**src/rtl/bcd_pkg.sv**
```systemverilog
// Shared widths, FSM state type and digit-validity helper for the BCD-to-binary converter.
package bcd_pkg;

  localparam int unsigned N_DIGITS = 5;
  localparam int unsigned DIG_W    = 4;
  localparam int unsigned BCD_W    = N_DIGITS * DIG_W;
  localparam int unsigned IN_W     = BCD_W + 1;
  localparam int unsigned MAG_W    = 17;
  localparam int unsigned OUT_W    = 16;
  localparam int unsigned ITER     = 17;
  localparam int unsigned LATENCY  = 18;
  localparam int unsigned CNT_W    = 5;

  typedef enum logic [1:0] {
    IDLE  = 2'd0,
    SHIFT = 2'd1,
    FIN   = 2'd2
  } state_t;

  // True when any packed digit is outside 0..9.
  function automatic logic digito_invalido(input logic [BCD_W-1:0] b);
    logic inv;
    inv = 1'b0;
    for (int unsigned i = 0; i < N_DIGITS; i++) begin
      if (b[DIG_W*i +: DIG_W] > 4'd9) inv = 1'b1;
    end
    return inv;
  endfunction

endpackage

```
**src/rtl/ajuste_bcd.sv**
```systemverilog
// Reverse double-dabble digit correction: digits at or above 8 are reduced by 3.
module ajuste_bcd
  import bcd_pkg::*;
(
  input  logic [DIG_W-1:0] d,
  output logic [DIG_W-1:0] q_c
);

  always_comb begin
    q_c = d;
    if (d >= 4'd8) q_c = d - 4'd3;
  end

endmodule

```
**src/rtl/bcd_a_binario.sv**
```systemverilog
// Sequential signed BCD (sign + 5 digits) to 16-bit two's-complement converter,
// one reverse double-dabble step per cycle.
module bcd_a_binario
  import bcd_pkg::*;
(
  input  logic             CLK100MHZ,
  input  logic             reset,
  input  logic             start,
  input  logic [IN_W-1:0]  codigo_BCD,
  output logic [OUT_W-1:0] bin,
  output logic             done,
  output logic             busy,
  output logic             error
);

  localparam logic [MAG_W-1:0] MAX_POS = MAG_W'(32767);
  localparam logic [MAG_W-1:0] MAX_NEG = MAG_W'(32768);
  localparam logic [CNT_W-1:0] CNT_LAST = CNT_W'(ITER - 1);

  state_t             state_q, state_d;
  logic               signo_q, signo_d;
  logic               inval_q, inval_d;
  logic [BCD_W-1:0]   bcd_q, bcd_d;
  logic [MAG_W-1:0]   mag_q, mag_d;
  logic [CNT_W-1:0]   cnt_q, cnt_d;
  logic [OUT_W-1:0]   bin_d;
  logic               done_d, busy_d, error_d;

  logic [BCD_W-1:0]   bcd_sh_c, bcd_adj_c;
  logic [MAG_W-1:0]   mag_sh_c, mag_neg_c;
  logic               rango_ok_c;

  // One step: shift {bcd, mag} right, then correct every BCD digit.
  assign bcd_sh_c  = {1'b0, bcd_q[BCD_W-1:1]};
  assign mag_sh_c  = {bcd_q[0], mag_q[MAG_W-1:1]};
  assign mag_neg_c = MAG_W'(~mag_sh_c + MAG_W'(1));

  for (genvar g = 0; g < N_DIGITS; g++) begin : g_ajuste
    ajuste_bcd u_ajuste (
      .d   (bcd_sh_c[DIG_W*g +: DIG_W]),
      .q_c (bcd_adj_c[DIG_W*g +: DIG_W])
    );
  end

  // Negative range reaches one further to include -32768.
  assign rango_ok_c = signo_q ? (mag_sh_c <= MAX_NEG) : (mag_sh_c <= MAX_POS);

  always_comb begin
    state_d = state_q;
    signo_d = signo_q;
    inval_d = inval_q;
    bcd_d   = bcd_q;
    mag_d   = mag_q;
    cnt_d   = cnt_q;
    bin_d   = bin;
    error_d = error;
    done_d  = 1'b0;

    case (state_q)
      IDLE: begin
        if (start) begin
          signo_d = codigo_BCD[IN_W-1];
          bcd_d   = codigo_BCD[BCD_W-1:0];
          mag_d   = '0;
          cnt_d   = '0;
          inval_d = digito_invalido(codigo_BCD[BCD_W-1:0]);
          state_d = SHIFT;
        end
      end
      SHIFT: begin
        bcd_d = bcd_adj_c;
        mag_d = mag_sh_c;
        cnt_d = cnt_q + CNT_W'(1);
        // Result is registered on the last step so it appears with done in FIN.
        if (cnt_q == CNT_LAST) begin
          state_d = FIN;
          done_d  = 1'b1;
          if (inval_q || !rango_ok_c) begin
            bin_d   = '0;
            error_d = 1'b1;
          end else begin
            bin_d   = signo_q ? mag_neg_c[OUT_W-1:0] : mag_sh_c[OUT_W-1:0];
            error_d = 1'b0;
          end
        end
      end
      FIN:     state_d = IDLE;
      default: state_d = IDLE;
    endcase

    busy_d = (state_d != IDLE);
  end

  always_ff @(posedge CLK100MHZ or posedge reset) begin
    if (reset) begin
      state_q <= IDLE;
      signo_q <= 1'b0;
      inval_q <= 1'b0;
      bcd_q   <= '0;
      mag_q   <= '0;
      cnt_q   <= '0;
      bin     <= '0;
      done    <= 1'b0;
      busy    <= 1'b0;
      error   <= 1'b0;
    end else begin
      state_q <= state_d;
      signo_q <= signo_d;
      inval_q <= inval_d;
      bcd_q   <= bcd_d;
      mag_q   <= mag_d;
      cnt_q   <= cnt_d;
      bin     <= bin_d;
      done    <= done_d;
      busy    <= busy_d;
      error   <= error_d;
    end
  end

endmodule

```
**config.mk**
```make
export PLATFORM = sky130hd
export DESIGN_NAME = bcd_a_binario
export DESIGN_NICKNAME = d
export VERILOG_FILES = /design/src/rtl/bcd_pkg.sv /design/src/rtl/ajuste_bcd.sv /design/src/rtl/bcd_a_binario.sv
export SDC_FILE = /design/constraint.sdc
export NUM_CORES = 1
export LEC_CHECK = 0
export ABC_CLOCK_PERIOD_IN_PS = 2880
export CORE_MARGIN = 2
export CORE_UTILIZATION = 57
export CTS_BUF_LIST = sky130_fd_sc_hd__clkbuf_4
export DETAILED_ROUTE_END_ITERATION = 8
export PLACE_DENSITY = 0.91
export SLEW_MARGIN = 0
export SYNTH_ARGS = -nofsm -noshare
export SYNTH_HDL_FRONTEND = slang
export SYNTH_SLANG_ARGS = --single-unit
```
**constraint.sdc**
```tcl
create_clock -name CLK100MHZ -period 2.88 [get_ports CLK100MHZ]
set_input_delay 0.288 -clock CLK100MHZ [delete_from_list [all_inputs] [get_ports CLK100MHZ]]
set_output_delay 0.288 -clock CLK100MHZ [all_outputs]
set_load 0.05 [all_outputs]
```
; ---- Word-level counts from Yosys, hierarchy flattened
; Index checks and enable logic that the tools add are counted.
[word_totals]
reg_bits = 65
out_inout_bits = 19
in_bits = 24
ram_bits = 0
mem_count = 0
latch_bits = 0
word_cells = 66
mem_bits_ro = 0
[classes]
n_bitwise = 1
div_mod_pow = 0
multipliers = 0
muxes = 25
n_lt_le_gt_ge = 12
n_eq_ne = 3
shift = 0
reduce_logical = 8
n_addsub = 7
[op_table]
columns = operator, count
row1 = 20-bit case mux with 2 select lines, 1
row2 = 17-bit case mux with 2 select lines, 1
row3 = 16-bit 2-to-1 mux, 2
row4 = 4-bit greater-than comparator (second input constant), 5
row5 = 20-bit 2-to-1 mux, 1
row6 = 4-bit 2-to-1 mux, 5
row7 = 17-bit by 15-bit less-or-equal comparator with 1-bit output (second input constant), 1
row8 = 17-bit by 16-bit less-or-equal comparator with 1-bit output (second input constant), 1
row9 = 17-bit 2-to-1 mux, 1
row10 = 16-bit by 1-bit adder with 16-bit output (second input constant), 1
row11 = 4-bit greater-or-equal comparator (second input constant), 4
row12 = 16-bit inverter, 1
row13 = 4-bit by 2-bit subtractor with 4-bit output (second input constant), 4
row14 = 5-bit case mux with 2 select lines, 1
row15 = 1-bit 2-to-1 mux, 9
row16 = 2-bit AND reduction, 3
row17 = 5-bit by 1-bit adder with 5-bit output (second input constant), 1
row18 = 5-bit equality test (second input constant), 1
row19 = 5-bit 2-to-1 mux, 1
row20 = 3-bit by 4-bit greater-or-equal comparator with 1-bit output (second input constant), 1
row21 = 2-bit 2-to-1 mux, 2
row22 = 2-bit case mux with 2 select lines, 1
row23 = 2-bit nonzero test, 2
row24 = 3-bit by 2-bit subtractor with 4-bit output (second input constant), 1
row25 = other kinds (5), 5

; ---- Longest topological paths before layout
[logic_depth]
depth_word = 6
ltp_mapped = 8
mapped_depth_nobuf = 7

; ---- Cells and area by module
; A second synthesis with hierarchy kept.
[unflattened]
cells_unflattened = 347
area_unflattened_um2 = 3445.8
[modules_own_cells]
columns = module, instances, cells_per_inst, area_each_um2, seq_area_each_um2
row1 = bcd_a_binario, 1, 292, 3064.2, 1601.5
row2 = ajuste_bcd, 5, 11, 76.3, 0.0

; ---- Least setup slack after synthesis
; OpenSTA, ideal clock, no wires.
[synth_timing]
path_type = reg-to-reg
startpoint = reg mag_q[1]
endpoint = reg error
t_required_ns = 2.761
t_arrival_ns = 1.921
synth_period_minus_slack_ns = 2.040
setup_time_ns = 0.119
path_slack_ns = 0.840
stages_incl_launch_ff = 9
n_path_buf = 1
cell_sequence = dfrtp_1 > inv_1 > ha_1 > nor3b_1 > nand4_1 > a2111oi_4 > o21ai_2 > buf_6 > o21a_1
[synth_between]
elab_chain_len = 5
elab_cells_between_ends = 6
cone_classes = order compare (2) / mux (2) / reduce/logical (2)
[synth_rtl]
columns = item, line_no
row1 = from (decl), bcd_a_binario.sv:24  ; logic [MAG_W-1:0] mag_q, mag_d;
row2 = from (signal assigned), bcd_a_binario.sv:111  ; mag_q <= mag_d;
row3 = 17-bit by 15-bit less-or-equal comparator with 1-bit output or 17-bit by 16-bit less-or-equal comparator with 1-bit output (tied branches), bcd_a_binario.sv:46  ; assign rango_ok_c = signo_q ? (mag_sh_c <= MAX_NEG) : (mag_sh_c <= MAX_POS);
row4 = 1-bit 2-to-1 mux *, bcd_a_binario.sv:46
row5 = 1-bit logical NOT *, bcd_a_binario.sv:78  ; if (inval_q || !rango_ok_c) begin
row6 = 1-bit logical OR *, bcd_a_binario.sv:78
row7 = 1-bit 2-to-1 mux *, bcd_a_binario.sv:78
row8 = to (signal assigned), bcd_a_binario.sv:116  ; error <= error_d;
row9 = to (decl), bcd_a_binario.sv:13  ; output logic error
; Every way passes the cells marked *; elsewhere a longest branch is shown, timed or not.
; A chain may end at the register's enable or synchronous reset.

; ---- Worst setup path in the final report
[layout_timing]
startpoint = reg mag_q[1]
endpoint = reg bin[9]
[layout_between]
elab_chain_len = 5
elab_cells_between_ends = 9
cone_classes = add/sub (1) / order compare (2) / mux (3) / bitwise (1) / reduce/logical (2)
[layout_rtl]
columns = item, line_no
row1 = 17-bit by 15-bit less-or-equal comparator with 1-bit output or 17-bit by 16-bit less-or-equal comparator with 1-bit output (tied branches), bcd_a_binario.sv:46
row2 = 1-bit 2-to-1 mux, bcd_a_binario.sv:46
row3 = 1-bit logical NOT, bcd_a_binario.sv:78
row4 = 1-bit logical OR, bcd_a_binario.sv:78
row5 = 16-bit 2-to-1 mux *, bcd_a_binario.sv:78
row6 = to (signal assigned), bcd_a_binario.sv:113  ; bin <= bin_d;
row7 = to (decl), bcd_a_binario.sv:10  ; output logic [OUT_W-1:0] bin,
; Marks and branches as above.

==> impl_metrics.py <==
metrics = {
    "finish": {
        "fillers": 436,
        "fin_util_pct": 69.7,
        "multiInputGateArea_um2": 1510,
        "syn2layout_area_growth_pct": 17.8,
        "diodes": 0,
        "drive_gt1_share_pct": 7.69,
        "seqCellArea_um2": 1600,
        "nets": 421,
    },
    "cts": {
        "cts_setup_buffers": 0,
        "htree_num_levels": 3,
        "root_buffer": "clkbuf_4",
        "numCtsBuffers": 9,
        "insertion_delay_ns": 0.41,
        "post_cts_resized": 0,
        "clk_pin_slew_ns": 0.10,
        "clockBufferDepth": 2,
        "cts_tree": "yes",
        "cts.sinks": 64,
        "postCtsHoldBufs": 0,
    },
    "global_routing": {
        "grt_overflow_total": 0,
        "grt_antenna_before_repair": 0,
        "grt_use_total_pct": 23.4,
        "grt_pass1_wl_um": 11500,
        "grt_pass1_vias": 2559,
        "grt_max_degree": 32,
    },
    "worst_setup_path": {
        "path_max_fanout": 16,
        "crit_type": "reg -> reg",
        "worstSetupEndpointType": "register",
        "worstPathRequired_ns": 3.21,
        "reg2reg_depth": 7,
        "reg2reg_from": "mag_q[1]",
        "r2r_setup_slack_ns": 0.44,
        "r2r-end": "bin[9]",
        "startpoint_type": "register",
        "cp.arrival_ns": 2.76,
    },
    "routing": {
        "vias_per_cell": 5.72,
        "drt_iter0_drc": 170,
        "dr.pass1.iters": 4,
        "wirelength_um": 6630,
        "num_vias": 2641,
        "wl_per_cell_um": 14.4,
        "drc": 0,
        "antenna_left": 0,
    },
    "logic_synthesis": {
        "postSynthCellCount": 349,
        "ys_seq_elements": 64,
        "async_reset_ff_share_pct": 100,
        "syn_area_per_cell_um2": 9.39,
        "synthFlopType": "dfrtp_1",
        "yosysWarnings": 0,
        "synth_cell_type_count": 42,
        "synth-edff-count": 0,
        "synth_area_um2": 3280,
        "ys_seq_area_share_pct": 48.9,
        "syn-num-nets": 385,
    },
    "sta": {
        "setup_tns_ns": 0,
        "clock.fmax_ghz": 0.410,
        "fin_skew_ns": 0.00987,
        "setup_viol": 0,
        "finalHoldViolCount": 0,
        "tightestPinTransition_ns": 0.783,
        "slew_headroom_pct": 47.8,
        "fin_ws_ns": 0.444,
        "drv_slew": 0,
        "grt_setup_unrepaired": "false",
        "min_period_ns": 2.44,
        "post-route-period-util_pct": 84.6,
    },
    "power": {
        "swShare_pct": 42.8,
        "p_seq_share_pct": 42.9,
        "max-vdd-ir-drop_uv": 499,
        "p_per_area_nw_per_um2": 978,
        "clock_power_share_pct": 15.2,
        "pwr-share-comb_pct": 41.9,
        "leakage_nw": 1.76,
        "intPower_mw": 2.16,
        "power.switching_mw": 1.62,
    },
    "placed_design": {
        "gp_congestion": 0.837,
        "port_buffers": 42,
        "dp_hpwl_um": 4690,
        "pre_cts_ws_ns": 0.485,
    },
    "floorplan": {
        "dieHeight_um": 79.8,
        "die_width_um": 79.8,
        "core-area_um2": 5540,
        "ioPinCount": 43,
        "rows": 27,
        "start_util_pct": 59.2,
        "dieArea_um2": 6370,
    },
    "run_status": {
        "outcome": "finished, final reports clean",
    },
    "flow_run": {
        "max-cap-violations": 0,
    },
    "min_path": {
        "hp-class": "in -> async",
    },
}
==> through the flow <==
step	hold slack [ns]	instances	instance area [um2]	total power, mW
floorplan	0.393	349	3280	2.81
global route	0.294	462	3860	4.09
CTS	0.255	462	3860	3.79
finish	0.241	462	3860	3.78
detailed placement	0.474	446	3740	3.22
global placement	0.458	446	3740	3.13
==> cells in the mapped netlist (2+ instances only) <==
library cell / number / area share [%]
a221o_1: 4 / 1.2
o21ai_0: 20 / 3.1
o22ai_1: 4 / 0.76
a22oi_1: 3 / 0.69
nand2_1: 79 / 9.0
xor2_1: 13 / 3.5
xnor2_1: 9 / 2.4
o211a_1: 4 / 1.2
o221ai_1: 4 / 1.1
o41ai_1: 2 / 0.53
inv_1: 16 / 1.8
nor2b_1: 6 / 1.1
o21ai_2: 4 / 1.1
o21ai_1: 6 / 0.92
nor4_1: 3 / 0.57
buf_2: 2 / 0.31
nand3_1: 20 / 3.1
dfrtp_1: 64 / 49
nor2_1: 9 / 1.0
clkbuf_1: 19 / 2.2
buf_6: 2 / 0.69
o31ai_1: 6 / 1.4
ha_1: 12 / 4.6
nor3b_1: 2 / 0.46
a31oi_1: 9 / 1.7
a21oi_1: 5 / 0.76
nand4_1: 7 / 1.3
==> power by group through the flow <==
| stage | Clock [mW] | Sequential (mW) | Combinational, mW |
|---|---|---|---|
| global placement | 0 | 1.60 | 1.53 |
| detailed placement | 0 | 1.63 | 1.59 |
| finish | 0.573 | 1.62 | 1.58 |
| floorplan | 0 | 1.59 | 1.22 |
| global route | 0.631 | 1.67 | 1.79 |
| CTS | 0.582 | 1.61 | 1.59 |
==> metal layers <==
layer / track usage (%) / vias up / routed length [um]
met2: 39.5 / 88 / 3150
met5: 0 / - / 0
met4: 9.83 / 0 / 136
li1: - / 1280 / -
met1: 28.3 / 1259 / 2970
met3: 6.00 / 14 / 370
==> worst max-delay path, stage by stage, from the launching register on <==
cell       delay, ns
dfrtp_1         0.45
inv_1           0.12
ha_1            0.18
nor3b_1         0.40
nand4_1         0.21
a2111oi_4       0.45
o21ai_2         0.27
o21ai_0         0.27
==> state kept, by name, indices dropped and copies added (netlist names) <==
signal,count
bin,16
bcd_q,20
busy,1
state_q,2
mag_q,16
signo_q,1
cnt_q,5
inval_q,1
error,1
done,1
==> cell usage in the layout, fill, tap and decap left out, drive strengths merged, types with 5 or more instances in the layout <==
cell           synthesis  routed
nor2b                  6       6
nand4                  7       7
clkinv                 0       5
a21oi                  5       5
inv                   16      16
nor2                   9       9
clkdlybuf4s50          0      42
xnor2                  9       9
o31ai                  6       6
nand2                 80      80
o21ai                 30      30
nand3                 20      20
dfrtp                 64      64
xor2                  13      13
clkbuf                19      10
buf                    5       7
ha                    12      12
a31oi                  9       9
==> cells by family after synthesis <==
logic type / count (synthesis) / share of synthesized area [%]
XOR/XNOR: 22 / 5.88
AO/OA/AOI/OAI: 74 / 15.8
AND/OR/NAND/NOR: 136 / 19.4
flip-flops: 64 / 48.9
adder cells (fa/ha/maj): 12 / 4.58
multiplexers: 1 / 0.305
buffers and inverters: 40 / 5.23
==> how the worst max path moves through the flow <==
stage / to / from
4_1_cts: bin[9] / mag_q[1]
3_5_place_dp: bin[9] / mag_q[1]
3_3_place_gp: bin[10] / mag_q[1]
6_report: bin[9] / mag_q[1]
2_1_floorplan: error / mag_q[1]
5_1_grt: bin[10] / mag_q[1]
==> final cells by class <==
type,instances,share of cell area [%]
flip-flops and latches,64,41.5
multi-input cells,245,39.2
repair buffers,49,12.2
well taps,72,2.33
clock buffers,10,1.94
inverters,16,1.55
clock inverters,6,1.30
(Power assumes the default switching activity.)
